### src/rtl/ram_bus_arbiter_if.sv
// Requester-side and RAMControl-side signals of the shared RAM port.
// The slave modport is the arbiter's view; the master modport is the requesters plus RAMControl.
interface ram_bus_arbiter_if #(
    parameter int NREQ = 3
);
    logic [NREQ-1:0]      req;
    logic [NREQ-1:0]      req_we;
    logic [NREQ*23-1:0]   req_addr;
    logic [NREQ*16-1:0]   req_wdata;
    logic [NREQ-1:0]      gnt;
    logic [NREQ-1:0]      done;
    logic [15:0]          rdata;
    logic                 ram_instr;
    logic                 ram_latch;
    logic [22:0]          ram_addr;
    logic [15:0]          ram_wdata;
    logic [15:0]          ram_rdata;
    logic                 ram_ready;

    modport slave (
        input  req, req_we, req_addr, req_wdata, ram_rdata, ram_ready,
        output gnt, done, rdata, ram_instr, ram_latch, ram_addr, ram_wdata
    );

    modport master (
        output req, req_we, req_addr, req_wdata, ram_rdata, ram_ready,
        input  gnt, done, rdata, ram_instr, ram_latch, ram_addr, ram_wdata
    );
endinterface

### src/rtl/ram_bus_arbiter.sv
// Round-robin arbiter sharing one RAMControl port among NREQ masters, with
// per-master bursts and a busy-acknowledge timeout. All outputs are registered.
module ram_bus_arbiter #(
    parameter int NREQ         = 3,
    parameter int MAX_BURST    = 1,
    parameter int BUSY_TIMEOUT = 16
) (
    input  logic               clk,
    input  logic               rst_n,
    ram_bus_arbiter_if.slave   bus,
    output logic               timeout_err
);
    localparam int PW = (NREQ > 1) ? $clog2(NREQ) : 1;
    localparam int BW = (MAX_BURST > 1) ? $clog2(MAX_BURST + 1) : 1;
    localparam int TW = $clog2(BUSY_TIMEOUT + 1);

    localparam logic [2:0] S_IDLE      = 3'd0;
    localparam logic [2:0] S_ISSUE     = 3'd1;
    localparam logic [2:0] S_WAIT_BUSY = 3'd2;
    localparam logic [2:0] S_WAIT_DONE = 3'd3;
    localparam logic [2:0] S_DONE      = 3'd4;

    logic [2:0]      state_q, state_d;
    logic [NREQ-1:0] gnt_q, gnt_d;
    logic [NREQ-1:0] done_q, done_d;
    logic            latch_q, latch_d;
    logic            instr_q, instr_d;
    logic [22:0]     addr_q, addr_d;
    logic [15:0]     wdata_q, wdata_d;
    logic [15:0]     rdata_q, rdata_d;
    logic            terr_q, terr_d;
    logic [PW-1:0]   ptr_q, ptr_d;
    logic [PW-1:0]   own_q, own_d;
    logic [BW-1:0]   burst_q, burst_d;
    logic [TW-1:0]   tmr_q, tmr_d;

    logic            found;
    logic [PW-1:0]   win;

    // First requester at or after the pointer, wrapping around.
    always_comb begin : pick
        int j;
        j     = 0;
        found = 1'b0;
        win   = '0;
        for (int k = 0; k < NREQ; k++) begin
            j = int'(ptr_q) + k;
            if (j >= NREQ) j = j - NREQ;
            if (!found && bus.req[j]) begin
                found = 1'b1;
                win   = PW'(j);
            end
        end
    end

    always_comb begin
        state_d = state_q;
        gnt_d   = gnt_q;
        done_d  = '0;
        latch_d = 1'b0;
        instr_d = instr_q;
        addr_d  = addr_q;
        wdata_d = wdata_q;
        rdata_d = rdata_q;
        terr_d  = terr_q;
        ptr_d   = ptr_q;
        own_d   = own_q;
        burst_d = burst_q;
        tmr_d   = tmr_q;
        case (state_q)
            S_IDLE: begin
                if (bus.ram_ready && found) begin
                    state_d      = S_ISSUE;
                    gnt_d        = '0;
                    gnt_d[win]   = 1'b1;
                    own_d        = win;
                    instr_d      = bus.req_we[win];
                    addr_d       = bus.req_addr[23*win +: 23];
                    wdata_d      = bus.req_wdata[16*win +: 16];
                    latch_d      = 1'b1;
                    // A grant to someone other than the burst holder starts a fresh burst.
                    if (win != ptr_q) burst_d = '0;
                end
            end
            S_ISSUE: begin
                state_d = S_WAIT_BUSY;
                tmr_d   = '0;
            end
            S_WAIT_BUSY: begin
                if (!bus.ram_ready) begin
                    state_d = S_WAIT_DONE;
                end else if (tmr_q == TW'(BUSY_TIMEOUT - 1)) begin
                    terr_d  = 1'b1;
                    done_d  = gnt_q;
                    state_d = S_DONE;
                end else begin
                    tmr_d = tmr_q + TW'(1);
                end
            end
            S_WAIT_DONE: begin
                if (bus.ram_ready) begin
                    if (!instr_q) rdata_d = bus.ram_rdata;
                    done_d  = gnt_q;
                    state_d = S_DONE;
                end
            end
            S_DONE: begin
                gnt_d   = '0;
                state_d = S_IDLE;
                if (int'(burst_q) + 1 < MAX_BURST) begin
                    burst_d = burst_q + BW'(1);
                    ptr_d   = own_q;
                end else begin
                    burst_d = '0;
                    ptr_d   = (own_q == PW'(NREQ - 1)) ? '0 : own_q + PW'(1);
                end
            end
            default: state_d = S_IDLE;
        endcase
    end

    always_ff @(posedge clk or negedge rst_n) begin
        if (!rst_n) begin
            state_q <= S_IDLE;
            gnt_q   <= '0;
            done_q  <= '0;
            latch_q <= 1'b0;
            instr_q <= 1'b0;
            addr_q  <= '0;
            wdata_q <= '0;
            rdata_q <= '0;
            terr_q  <= 1'b0;
            ptr_q   <= '0;
            own_q   <= '0;
            burst_q <= '0;
            tmr_q   <= '0;
        end else begin
            state_q <= state_d;
            gnt_q   <= gnt_d;
            done_q  <= done_d;
            latch_q <= latch_d;
            instr_q <= instr_d;
            addr_q  <= addr_d;
            wdata_q <= wdata_d;
            rdata_q <= rdata_d;
            terr_q  <= terr_d;
            ptr_q   <= ptr_d;
            own_q   <= own_d;
            burst_q <= burst_d;
            tmr_q   <= tmr_d;
        end
    end

    assign bus.gnt       = gnt_q;
    assign bus.done      = done_q;
    assign bus.rdata     = rdata_q;
    assign bus.ram_instr = instr_q;
    assign bus.ram_latch = latch_q;
    assign bus.ram_addr  = addr_q;
    assign bus.ram_wdata = wdata_q;
    assign timeout_err   = terr_q;
endmodule
### src/flat_wrapper.sv
// flat-port wrapper written by rule: the top's interface ports become plain ports
module ram_bus_arbiter_flat 
#(
    parameter int NREQ         = 3,
    parameter int MAX_BURST    = 1,
    parameter int BUSY_TIMEOUT = 16
)
  (clk, rst_n, timeout_err, bus_req, bus_req_we, bus_req_addr, bus_req_wdata, bus_ram_rdata, bus_ram_ready, bus_gnt, bus_done, bus_rdata, bus_ram_instr, bus_ram_latch, bus_ram_addr, bus_ram_wdata);
  ram_bus_arbiter_if #(.NREQ(NREQ)) bus_i ();
  input  logic clk;
  input  logic rst_n;
  output logic timeout_err;
  input wire logic [$bits(bus_i.req)-1:0] bus_req;
  input wire logic [$bits(bus_i.req_we)-1:0] bus_req_we;
  input wire logic [$bits(bus_i.req_addr)-1:0] bus_req_addr;
  input wire logic [$bits(bus_i.req_wdata)-1:0] bus_req_wdata;
  input wire logic [$bits(bus_i.ram_rdata)-1:0] bus_ram_rdata;
  input wire logic [$bits(bus_i.ram_ready)-1:0] bus_ram_ready;
  output wire logic [$bits(bus_i.gnt)-1:0] bus_gnt;
  output wire logic [$bits(bus_i.done)-1:0] bus_done;
  output wire logic [$bits(bus_i.rdata)-1:0] bus_rdata;
  output wire logic [$bits(bus_i.ram_instr)-1:0] bus_ram_instr;
  output wire logic [$bits(bus_i.ram_latch)-1:0] bus_ram_latch;
  output wire logic [$bits(bus_i.ram_addr)-1:0] bus_ram_addr;
  output wire logic [$bits(bus_i.ram_wdata)-1:0] bus_ram_wdata;
  assign bus_i.req = bus_req;
  assign bus_i.req_we = bus_req_we;
  assign bus_i.req_addr = bus_req_addr;
  assign bus_i.req_wdata = bus_req_wdata;
  assign bus_i.ram_rdata = bus_ram_rdata;
  assign bus_i.ram_ready = bus_ram_ready;
  assign bus_gnt = bus_i.gnt;
  assign bus_done = bus_i.done;
  assign bus_rdata = bus_i.rdata;
  assign bus_ram_instr = bus_i.ram_instr;
  assign bus_ram_latch = bus_i.ram_latch;
  assign bus_ram_addr = bus_i.ram_addr;
  assign bus_ram_wdata = bus_i.ram_wdata;
  ram_bus_arbiter #(.NREQ(NREQ), .MAX_BURST(MAX_BURST), .BUSY_TIMEOUT(BUSY_TIMEOUT)) u_core (.clk(clk), .rst_n(rst_n), .bus(bus_i), .timeout_err(timeout_err));
endmodule
### config.mk
export PLATFORM = sky130hd
export DESIGN_NAME = ram_bus_arbiter_flat
export DESIGN_NICKNAME = d
export VERILOG_FILES = /design/src/rtl/ram_bus_arbiter_if.sv /design/src/rtl/ram_bus_arbiter.sv /design/src/flat_wrapper.sv
export SDC_FILE = /design/constraint.sdc
export NUM_CORES = 1
export LEC_CHECK = 0
export CORE_MARGIN = 3
export CORE_UTILIZATION = 43
export DETAILED_ROUTE_END_ITERATION = 8
export PLACE_DENSITY = 0.95
export SLEW_MARGIN = 10
export SYNTH_ARGS = -nofsm -noshare
export SYNTH_HDL_FRONTEND = slang
export SYNTH_SLANG_ARGS = --single-unit
### constraint.sdc
create_clock -name clk -period 6.2 [get_ports clk]
set_input_delay 1.24 -clock clk [delete_from_list [all_inputs] [get_ports clk]]
set_output_delay 1.24 -clock clk [all_outputs]
set_load 0.02 [all_outputs]
==> results of run 1 <==
==> power breakdown <==
part	internal (mW)	total, mW	switching [mW]
Clock	0.176	0.355	0.179
Combinational	0.791	1.82	1.03
Sequential	0.721	0.868	0.147
Total	1.69	3.04	1.35
==> routing by layer <==
metal	share of wire, %	routed length, um	global-route usage (%)	vias up
met1	37	4728	27.60	1840
met2	52	6551	44.60	215
li1	-	-	-	1773
met4	2.8	359	10.57	0
met3	8.2	1037	6.324	30
met5	0	0	0	-
==> state kept, by name (all words and copies together), names as in the netlist <==
signal / count
u_core.bus.ram_addr: 23
u_core.bus.ram_wdata: 16
u_core.bus.rdata: 16
u_core.tmr_q: 5
u_core.bus.done: 3
u_core.bus.gnt: 3
u_core.state_q: 3
u_core.own_q: 2
u_core.ptr_q: 2
u_core.bus.ram_instr: 1
u_core.bus.ram_latch: 1
u_core.timeout_err: 1
==> cell type report <==
class                           count  share of cell area [%]
Sequential cell                    76                   31.29
Clock buffer                       12                   2.718
Timing Repair Buffer              209                   34.22
Multi-Input combinational cell    253                   28.87
Tap cell                          105                   2.162
Inverter                            6                  0.3706
Clock inverter                      4                  0.3706
==> cell families after synthesis <==
| group | count (synthesis) | share of synthesized area, % |
|---|---|---|
| buffers and inverters | 40 | 5.222 |
| muxes | 21 | 6.168 |
| DFF | 76 | 49.61 |
| adders and majority gates | 6 | 1.958 |
| and+or+nand+nor | 77 | 10.84 |
| xor gates and xnor gates | 2 | 0.4570 |
| AOI/OAI and AO/OA | 147 | 25.75 |
==> per-stage QoR <==
stage	utilization (%)	cells	hold slack, ns
floorplan	-	369	0.4447
global placement	69.92	649	0.4442
detailed placement	69.92	649	0.4562
CTS	72.15	665	0.4705
global route	72.15	665	0.4821
finish	72.15	665	0.4690
==> cells in the mapped netlist <==
cell,instances
and2_4,1
nand3_1,41
mux2_2,17
mux2i_1,3
a32o_1,1
mux2_4,1
nor2_1,6
a22oi_1,41
xor2_1,2
and3b_1,2
nand2_1,8
o2111a_1,1
a31oi_2,8
a21o_1,3
ha_1,6
clkbuf_1,19
dfrtp_1,76
buf_6,5
a21oi_2,1
nand4_1,1
nand4bb_1,2
o31ai_1,1
o21ai_1,1
nor3_1,3
nor2b_1,2
a21oi_1,46
a22o_1,3
nor3_2,1
nand2b_1,4
o21ai_0,5
a31oi_1,33
and3_1,1
o32ai_1,1
nand3b_1,2
buf_2,10
o22ai_1,1
o41a_1,1
inv_1,6
and2_1,3
==> how the worst min path moves through the flow <==
| stage | to | cells after the start |
|---|---|---|
| global placement | u_core.timeout_err$_DFFE_PN0P_ | 1 |
| floorplan | u_core.ptr_q[0]$_DFFE_PN0N_ | 1 |
| CTS | u_core.timeout_err$_DFFE_PN0P_ | 1 |
| finish | u_core.timeout_err$_DFFE_PN0P_ | 1 |
| detailed placement | u_core.timeout_err$_DFFE_PN0P_ | 1 |
| global route | u_core.timeout_err$_DFFE_PN0P_ | 1 |
==> results.toml, run 1 <==
[layout]
area_growth_pct = 58.52
drive_gt1_share_pct = 9.643
final_area_mm2 = 0.006077
final_cell_mix = "clkdlybuf4s50_1, dfrtp_1, a21oi_1, nand3_1, a22oi_1"
final_common_cell = "clkdlybuf4s50_1"
multiInputGateArea_mm2 = 0.001754
diodes = 0
layout.area.seq_mm2 = 0.001902
nNetsFinal = 703
nFillCells = 616

[worst_setup_path]
required_ns = 6.42
cp_max_fo = 46
critPathMaxStageDelay_ns = 0.76
reg2reg_to = "u_core.own_q[1]$_DFFE_PN0P_"
path_depth = 6
worstSetupEndpointType = "register"
crit_family = "compound AO/OA/AOI/OAI gates"
endpoint = "u_core.own_q[1]$_DFFE_PN0P_"
r2r_slack_ns = 3.08
startpoint_type = "primary input"
cp_slowest_cell = "o41a_2"
crit_arrival_ns = 3.98
r2r_cells = 7
r2r-start = "u_core.ptr_q[1]$_DFFE_PN0N_"
critical_path_class = "primary input to register"
cp-startpoint = "bus_req[1]"
worst-path-buf-inv = 1
crit_path_cell_trace = "clkdlybuf4s50_1, mux2i_1, o21ai_1, o41a_2, and2_4, mux2_4"

[timing]
setup_ws_ns = 2.433
max_freq_ghz = 0.2655
max_slew_margin_pct = 21.74
period_share_pct = 60.76
setup_viol = 0
tightest_slew_ns = 1.167
final.setup.tns_ns = 0
final_hold_viol_count = 0
maxSlewViolCount = 0
period_needed_ns = 3.767
rsz0062_at_grt = "no"
skew_ns = 0.01415

[yosys]
synthTopCellsByArea = "dfrtp_1, a22oi_1, a21oi_1, a31oi_1, nand3_1"
ys_seq_area_share_pct = 49.61
syn-num-nets = 517
avgSynthCellArea_um2 = 10.39
synth_top_area_share_pct = 49.61
ys_ff_latch = 76
synth.distinct_cells = 39
synth_top_cell_by_area = "dfrtp_1"
syn-cell-area_mm2 = 0.003834
netlist_instances = 369
ys_warn_count = 0

[floorplan]
coreArea_mm2 = 0.008423
start_util_pct = 45.51
ios = 206
chipHeight_um = 100.4
die_area_mm2 = 0.01008
die_x_um = 100.4
rows = 33

[clocking]
htreeDepth = 3
tritoncts = "built"
cts_hold_buf = 0
ctsLongestPathBuffers = 2
cts_resized = 0
clock-sinks = 76
cts.clk_slew.worst_paths_ns = 0.07
cts-root-buf = "clkbuf_8"
post_cts_buffers = 0
clk_latency_ns = 0.34
cts_made_buffers = 9

[route]
dr.pass1.iters = 5
first_iter_violations = 175
antenna_left = 0
drc = 0
wl_per_cell_um = 19.06
vias = 3858
viasPerCell = 5.802
routed_wl_mm = 12.68

[placed_design]
place_area_mm2 = 0.005889
dp_hpwl_mm = 9.212
dpl_worst_slack_ns = 2.145
portBuffers = 205
gp_congestion = 0.8445

[global_routing]
gr-total-overflow = 0
grt_max_degree = 77
antenna_found_initial = 0
grt_pass1_wl_mm = 19.89
grt_pass1_vias = 4043
grt_usage_pct = 24.80

[power_and_ir_drop]
ir_drop_mv = 0.2359
p_leak_nw = 2.426
p_per_area_mw_per_mm2 = 500.3
total_power_mw = 3.040

[status]
status = "completed"

[job]
drv_cap = 0

[min_path]
hp-start = "u_core.timeout_err$_DFFE_PN0P_"
min_path_type = "register to register"
No activity file was read; power rests on OpenSTA's default activity.
==> inputs of run 2 (changes only) <==
Settings changed: CORE_UTILIZATION 43 to 40, PLACE_DENSITY 0.95 to 0.92.
Clock period 6.2 ns to 3.9 ns, I/O delays scaled along.
==> run 2 against run 1 <==
Against the previous run:
- final area up 1.1%
- global-route usage down 1.8 points
- die area up 7.1%
==> results.toml, run 2 (synthesis gave the netlist of run 1 again) <==
[status]
status = "completed"

[global_routing]
grt_usage_pct = 23.00
grt_pass1_wl_mm = 20.33
grt_pass1_vias = 4161
antenna_found_initial = 0
grt_max_degree = 77
gr-total-overflow = 0

[worst_setup_path]
crit_arrival_ns = 3.27
critical_path_class = "primary input to register"
r2r_slack_ns = 1.05
worstSetupEndpointType = "register"
required_ns = 4.13
startpoint_type = "primary input"
cp_max_fo = 46

[floorplan]
die_x_um = 103.9
die_area_mm2 = 0.01080
start_util_pct = 41.29
ios = 206
rows = 35
chipHeight_um = 103.9
coreArea_mm2 = 0.009284

[power_and_ir_drop]
p_sw_share_pct = 44.45
p_sw_mw = 2.185
total_power_mw = 4.916
p_clk_share_pct = 12.8
p_per_area_mw_per_mm2 = 800.2
intPower_mw = 2.730
p_leak_nw = 2.446
share_comb_of_total_power_pct = 59.1
ir_drop_mv = 0.3744
p_seq_share_pct = 28.0

[timing]
period_share_pct = 78.09
max_slew_margin_pct = 36.89
setup_viol = 0
maxSlewViolCount = 0
skew_ns = 0.01615
final_hold_viol_count = 0
period_needed_ns = 3.045
max_freq_ghz = 0.3284
final.setup.tns_ns = 0
rsz0062_at_grt = "no"
tightest_slew_ns = 0.9466

[clocking]
post_cts_buffers = 0
cts-root-buf = "clkbuf_8"
cts_made_buffers = 9
clk_latency_ns = 0.35
cts.clk_slew.worst_paths_ns = 0.08
clock-sinks = 76
cts_hold_buf = 0
ctsLongestPathBuffers = 2
tritoncts = "built"
cts_resized = 0
htreeDepth = 3

[layout]
finish.utilization_pct = 66.17
nFillCells = 729
diodes = 0
final_area_mm2 = 0.006143
largest_register_ff_count = 23
final_cell_mix = "clkdlybuf4s50_1, dfrtp_1, a21oi_1, nand3_1, a22oi_1"
final_common_cell = "clkdlybuf4s50_1"
nNetsFinal = 705
area_growth_pct = 60.25
drive_gt1_share_pct = 10.14

[job]
drv_cap = 0

[placed_design]
gp_congestion = 0.8316
dp_hpwl_mm = 9.218
place_area_mm2 = 0.005936
portBuffers = 205

[route]
wl_per_cell_um = 18.10
routed_wl_mm = 12.51
first_iter_violations = 217
vias = 3875
highest_layer = "met4"
antenna_left = 0
dr.pass1.iters = 5
route.met2.wl_mm = 6.562
drc = 0
viasPerCell = 5.608
met3WireLength_mm = 1.058
met1Wirelength_mm = 4.611

[min_path]
min_path_type = "register to register"
run 2: cell type report:
cell class / instances / area [um^2] / area share, %
Timing Repair Buffer: 211 / 2095 / 34.09
Sequential cell: 76 / 1902 / 30.96
Multi-Input combinational cell: 253 / 1755 / 28.57
Tap cell: 129 / 161.4 / 2.627
Clock buffer: 10 / 137.6 / 2.240
Clock inverter: 6 / 70.07 / 1.141
Inverter: 6 / 22.52 / 0.3666
run 2: per-stage QoR:
step	hold WS [ns]	std cells	setup WS (ns)
4_1_cts	0.4625	691	0.8983
5_1_grt	0.4981	691	0.7720
2_1_floorplan	0.4447	369	1.664
3_3_place_gp	0.4421	675	0.7192
6_report	0.4591	691	0.8545
3_5_place_dp	0.4475	675	0.5309
run 2: power by group through the flow:
stage	combinational [mW]	sequential [mW]	clock (mW)
CTS	2.92	1.38	0.645
floorplan	1.42	1.72	0
detailed placement	2.91	1.39	0
global route	3.12	1.43	0.678
finish	2.91	1.38	0.631
global placement	2.81	1.37	0
run 2: final timing paths:
kind                                           startpoint                             endpoint  cells after the start
setup / recovery                               bus_req[1]          u_core.own_q[1]$_DFFE_PN0P_                      6
hold / removal             u_core.timeout_err$_DFFE_PN0P_       u_core.timeout_err$_DFFE_PN0P_                      1
setup reg to reg              u_core.ptr_q[1]$_DFFE_PN0N_          u_core.own_q[1]$_DFFE_PN0P_                      7
hold reg to reg            u_core.timeout_err$_DFFE_PN0P_       u_core.timeout_err$_DFFE_PN0P_                      1
max in group asynchronous                           rst_n  u_core.bus.ram_addr[19]$_DFFE_PN0P_                      1
min in group asynchronous                           rst_n         u_core.bus.done[0]$_DFF_PN0_                      1
run 2: worst max-delay path, cell delays in order:
cell and delay, ns:
clkdlybuf4s50_1 0.58, mux2i_1 0.15, o21ai_1 0.29, o41a_2 0.51, and2_4 0.60, mux2_4 0.34
run 2: per-layer routing:
layer  vias up  GRT usage, %
met1      1854         25.93
met4         0         9.402
met3        24         6.704
met5         -             0
li1       1782             -
met2       215         40.71
==> RTL change 1, RTL diff (flow settings as in run 2) <==
`addr_q`, `wdata_q` and `rdata_q` no longer have a reset.
--- a/src/rtl/ram_bus_arbiter.sv
+++ b/src/rtl/ram_bus_arbiter.sv
@@ -127,7 +127,4 @@
             latch_q <= 1'b0;
             instr_q <= 1'b0;
-            addr_q  <= '0;
-            wdata_q <= '0;
-            rdata_q <= '0;
             terr_q  <= 1'b0;
             ptr_q   <= '0;
@@ -141,7 +138,4 @@
             latch_q <= latch_d;
             instr_q <= instr_d;
-            addr_q  <= addr_d;
-            wdata_q <= wdata_d;
-            rdata_q <= rdata_d;
             terr_q  <= terr_d;
             ptr_q   <= ptr_d;
@@ -150,4 +144,10 @@
             tmr_q   <= tmr_d;
         end
+    end
+
+    always_ff @(posedge clk) begin
+        addr_q  <= addr_d;
+        wdata_q <= wdata_d;
+        rdata_q <= rdata_d;
     end
 
Function: changed (a bounded check fails within 4 cycles, from zero or initial values and one cycle with rst_n low).
==> RTL change 1 against run 2 <==
  * Critical path depth rose by 1
  * Non-clock buffer count down 3
  * Core utilization increased by 3.9 points
  * Register-to-register slack got worse by 140 ps
  * Highest routed layer unchanged
  * Total power fell by 25%
  * Routed wire length decreased by 16%
  * Sequential power fell by 7%
  * Clock skew shrank 6.7 ps
  * Sequential cell count stayed put
  * Largest power group unchanged
  * Worst setup slack got worse by 35 ps
  * Critical endpoint is now u_core.bus.ram_addr[8]
  * Area after synthesis is 9.7% lower
  * Count of clock-buffer cells in the layout fell by 1
  * Design area fell by 5.4%
==> RTL change 1: results (changes against run 2) <==
Via count - 2987 (-23%)
Htree depth - 3 (unchanged)
Ys flop type - edfxtp_1
Post-synth ARST share - 0.276 (-0.724)
Number of global-route vias before repair - 3212 (-23%)
Worst-path fanout max - 45 (-2.2%)
Highest-delay cell along the critical path - a32o_2
Ranking of synthesized cells by area - edfxtp_1 48%, dfrtp_1 15%, a22o_1 10%
Peak VDD IR - 0.361 mV (-3.4%)
Placed inst area - 0.00561 mm2 (-5.5%)
Critical path arrival - 3170 ps (-100 ps)
Tot GR Track Use - 0.214 (-0.0163)
First-pass GRT wire length - 16400 um (-19%)
Slowest stage delay, CP - 890 ps (+290 ps)
DP Worst Slack - 470 ps (-60.4 ps)
Fin cells - 574 (-17%)
Leak pwr - 0.00242 uW (-1.2%)
Routed WL - 10400 um (-16%)
Longest Clk Path Bufs - 2 (unchanged)
Final Net Count - 612 (-13%)
Mean Syn Cell Area - 13.4 um2 (+29%)
Worst slew margin - 0.307 (-0.0623)
Status - finished clean
DP Wirelength - 8080 um (-12%)
Placer congestion estimate - 0.829 (-0.28%)
Inst Count DP - 558 (-17%)
Cell variety after synth - 40 (+2.6%)
Postcts setup bufs - 0 (unchanged)
Worst-Skew Late Latency - 340 ps
Antenna cells - 0 (unchanged)
Final Skew - 9.46 ps (-6.69 ps)
Syn nets - 406 (-21%)
# fillers - 580 (-20%)
Share of layout cells above drive strength 1 - 0.0554 (-0.0460)
EDFF count, synth - 55 (+55)
Post-synthesis sequential area ratio - 0.629 (+0.133)
Commonest cells in the netlist - 55 x edfxtp_1, 41 x a21o_1, 41 x a22o_1, 21 x dfrtp_1
Largest net degree at the start of global routing - 46 (-40%)
Iteration-0 DRC Markers - 101 (-53%)
Number of iterations in the first detailed-routing pass - 4 (-1)
==> RTL change 1: cell types whose count changed in the layout (fill, tap and decap cells not counted), moves of 4 or more <==
| cell | change |
|---|---|
| a31oi_2 | -8 |
| a31oi_1 | -31 |
| buf_4 | -4 |
| mux2_2 | -16 |
| a21o_1 | +38 |
| a22oi_1 | -40 |
| nor2_1 | +5 |
| dfrtp_1 | -55 |
| edfxtp_1 | +55 |
| a22o_1 | +39 |
| a21oi_1 | -41 |
| nand3_1 | -39 |
==> RTL change 1: final timing paths <==
path	start	to	slack (ps)	cells past startpoint
hold reg to reg	u_core.timeout_err	u_core.timeout_err	510	1
setup reg to reg	u_core.ptr_q[1]	u_core.bus.ram_addr[8]	910	8
hold / removal	u_core.timeout_err	u_core.timeout_err	510	1
min in group asynchronous	rst_n	u_core.bus.ram_instr	960	1
setup / recovery	bus_req[1]	u_core.bus.ram_addr[8]	820	7
max in group asynchronous	rst_n	u_core.own_q[1]	2360	1
==> RTL change 1: metal layers <==
| metal | vias up | share of wire | global-route usage |
|---|---|---|---|
| met5 | - | 0 | 0 |
| met4 | 0 | 0.020 | 0.0630 |
| met3 | 16 | 0.086 | 0.0722 |
| met2 | 151 | 0.51 | 0.369 |
| met1 | 1414 | 0.39 | 0.253 |
| li1 | 1406 | - | - |
==> RTL change 1: cells by family (layout without fill, tap and decap cells) <==
| kind of cell | count (synthesis) | in the layout | synth area share |
|---|---|---|---|
| AOI/OAI and AO/OA | 102 | 102 | 0.235 |
| xor gates and xnor gates | 2 | 2 | 0.00506 |
| adders and majority gates | 6 | 6 | 0.0217 |
| buffers and inverters | 23 | 234 | 0.0307 |
| DFF | 76 | 76 | 0.629 |
| muxes | 4 | 4 | 0.0119 |
| and+or+nand+nor | 45 | 45 | 0.0669 |
==> RTL change 1: worst max-delay path, delay by kind of cell <==
| kind | cells | cell delay [ps] |
|---|---|---|
| mux | 1 | 210 |
| simple gates | 2 | 270 |
| compound gates | 2 | 1120 |
| buf+inv | 2 | 770 |
==> RTL change 1: area by class of cell <==
cell class / instances / area, um2 / share of cell area
Tap cell: 105 / 131 / 0.0226
Timing Repair Buffer: 208 / 2070 / 0.357
Sequential cell: 76 / 2180 / 0.375
Clock buffer: 9 / 124 / 0.0213
Multi-Input combinational cell: 159 / 1190 / 0.205
Clock inverter: 7 / 77.6 / 0.0133
Inverter: 10 / 37.5 / 0.00646
==> RTL change 1: report_power, final <==
group	switching (uW)	internal, uW
Sequential	99.9	1190
Combinational	943	845
Clock	294	299
==> RTL change 2, RTL diff (config.mk and constraints of run 2) <==
Made on the original files. `BUSY_TIMEOUT` is set to 16 in 2 places; all go to 8.
--- a/src/rtl/ram_bus_arbiter.sv
+++ b/src/rtl/ram_bus_arbiter.sv
@@ -4,5 +4,5 @@
     parameter int NREQ         = 3,
     parameter int MAX_BURST    = 1,
-    parameter int BUSY_TIMEOUT = 16
+    parameter int BUSY_TIMEOUT = 8
 ) (
     input  logic               clk,
--- a/src/flat_wrapper.sv
+++ b/src/flat_wrapper.sv
@@ -4,5 +4,5 @@
     parameter int NREQ         = 3,
     parameter int MAX_BURST    = 1,
-    parameter int BUSY_TIMEOUT = 16
+    parameter int BUSY_TIMEOUT = 8
 )
   (clk, rst_n, timeout_err, bus_req, bus_req_we, bus_req_addr, bus_req_wdata, bus_ram_rdata, bus_ram_ready, bus_gnt, bus_done, bus_rdata, bus_ram_instr, bus_ram_latch, bus_ram_addr, bus_ram_wdata);
Check against the original RTL: same outputs for any inputs over 4 cycles, from zero or initial values and one cycle with rst_n low; that may be too few to reach the edited logic, so the function may still have changed.
==> RTL change 2 against run 2 <==
  * Sequential cell count fell by 1
  * First-iteration DRC count fell by 31%
  * Combinational power fell by 8.2%
  * Worst hold slack improved by 16 ps
  * Design area fell by 1.2%
  * Maximum frequency rose by 5.1%
  * Worst setup slack improved by 150 ps
  * Routed wire length fell by 4.9%
  * Area after synthesis fell by 0.98%
  * Non-clock buffer count fell by 1
  * Register-to-register slack improved by 190 ps
  * Total power fell by 5.9%
  * Critical path type unchanged
  * Critical endpoint is now u_core.bus.ram_addr[16]
  * Largest power group unchanged
==> RTL change 2: results (changes against run 2) <==
DP Worst Slack - 686 ps (+155 ps)
DR vias/cell - 5.40 (-3.8%)
Commonest cells in the netlist - 75 x dfrtp_1, 48 x nor2_1, 42 x a31oi_1, 41 x a22oi_1, 40 x nand3_1
DP Wirelength - 9050 um (-1.8%)
Post-synth ARST share - 1.00 (unchanged)
Synth Instances - 365 (-1.1%)
Inst Count DP - 673 (-0.30%)
Ys Warns - 0 (unchanged)
Share of layout cells above drive strength 1 - 0.0906 (-0.0108)
Placer congestion estimate - 0.899 (+8.1%)
Met2 GRT Util - 0.367 (-0.0400)
Worst-Skew Late Latency - 330 ps (-20 ps)
Grt met1 use - 0.265 (+0.00588)
Syn nets - 512 (-0.97%)
Number of port buffers - 205 (unchanged)
Worst-path fanout max - 41 (-11%)
Worst-Margin Slew - 1140 ps (+197 ps)
Cell variety after synth - 42 (+7.7%)
Critical path arrival - 3140 ps (-130 ps)
M3 GR Usage - 0.0604 (-0.00668)
Status - finished clean
Ranking of synthesized cells by area - dfrtp_1 49%, a22oi_1 8.1%, a31oi_1 6.9%
Peak VDD IR - 0.300 mV (-20%)
Number of global-route vias before repair - 3665 (-12%)
Iteration-0 DRC Markers - 150 (-31%)
Final Skew - 10.8 ps (-5.39 ps)
Post-synthesis sequential area ratio - 0.494 (-0.00169)
Tot GR Track Use - 0.219 (-0.0108)
Share of the synthesized area in the top cell type - 0.494 (-0.00169)
Slowest stage delay, CP - 880 ps (+280 ps)
Fin cells - 689 (-0.29%)
Highest-delay cell along the critical path - a21oi_4
Routed WL - 11900 um (-4.9%)
Largest net degree at the start of global routing - 76 (-1.3%)
Leak pwr - 0.00242 uW (-1.1%)
Cts bufs inserted - 9 (unchanged)
Antenna cells - 0 (unchanged)
First-pass GRT wire length - 18200 um (-11%)
==> RTL change 2: changes by cell type in the layout (fill, tap and decap cells not counted), moves of 3 or more <==
| cell | change |
|---|---|
| nor2_1 | +42 |
| buf_4 | -3 |
| inv_6 | -3 |
| o21ai_0 | +3 |
| a21o_1 | -3 |
| a31oi_1 | +8 |
| nand2b_1 | -3 |
| inv_1 | +4 |
| a31oi_2 | -8 |
| a21oi_1 | -45 |
==> RTL change 2: final timing paths <==
kind	from	to	slack [ps]	cells past startpoint
max	bus_req[2]	u_core.bus.ram_addr[16]	1000	6
min	u_core.own_q[0]	u_core.ptr_q[0]	480	1
max reg2reg	u_core.ptr_q[0]	u_core.bus.ram_wdata[15]	1240	8
min reg2reg	u_core.own_q[0]	u_core.ptr_q[0]	480	1
max in group asynchronous	rst_n	u_core.bus.ram_wdata[6]	2710	1
min in group asynchronous	rst_n	u_core.bus.rdata[0]	590	1
==> RTL change 2: per-stage QoR <==
step	total power (uW)	utilization	instance area, um2
6_report	4630	0.676	6070
5_1_grt	4950	0.676	6070
4_1_cts	4670	0.676	6070
3_5_place_dp	4070	0.655	5880
3_3_place_gp	3950	0.655	5880
2_1_floorplan	2990	-	3800
==> RTL change 2: area by class of cell <==
type	count	area, um2
multi-input combinational	252	1690
clock buffer	11	141
sequential	75	1880
timing repair buffer	210	2110
fill	643	2910
clock inverter	5	52.6
inverter	10	37.5
tap	126	158
==> RTL change 2: logic make-up (layout without fill, tap and decap cells) <==
family                     Yosys count  in the layout  share of synthesized area
DFF                                 75             75                      0.494
buffers and inverters               38            236                     0.0669
and+or+nand+nor                    116            116                      0.146
muxes                               20             20                     0.0600
adders and majority gates            5              5                     0.0165
xor gates and xnor gates             1              1                    0.00231
AOI/OAI and AO/OA                  110            110                      0.214
==> RTL change 2: routing by layer <==
metal	up-vias	part of all wire
met5	-	0
met4	0	0.025
met3	26	0.11
met2	213	0.49
met1	1729	0.38
li1	1750	-
==> RTL change 2: power breakdown <==
part	internal (uW)	total, uW	switching, uW
sequential	1140	1370	238
combinational	1230	2670	1440
clock	310	583	273
total	2670	4630	1950
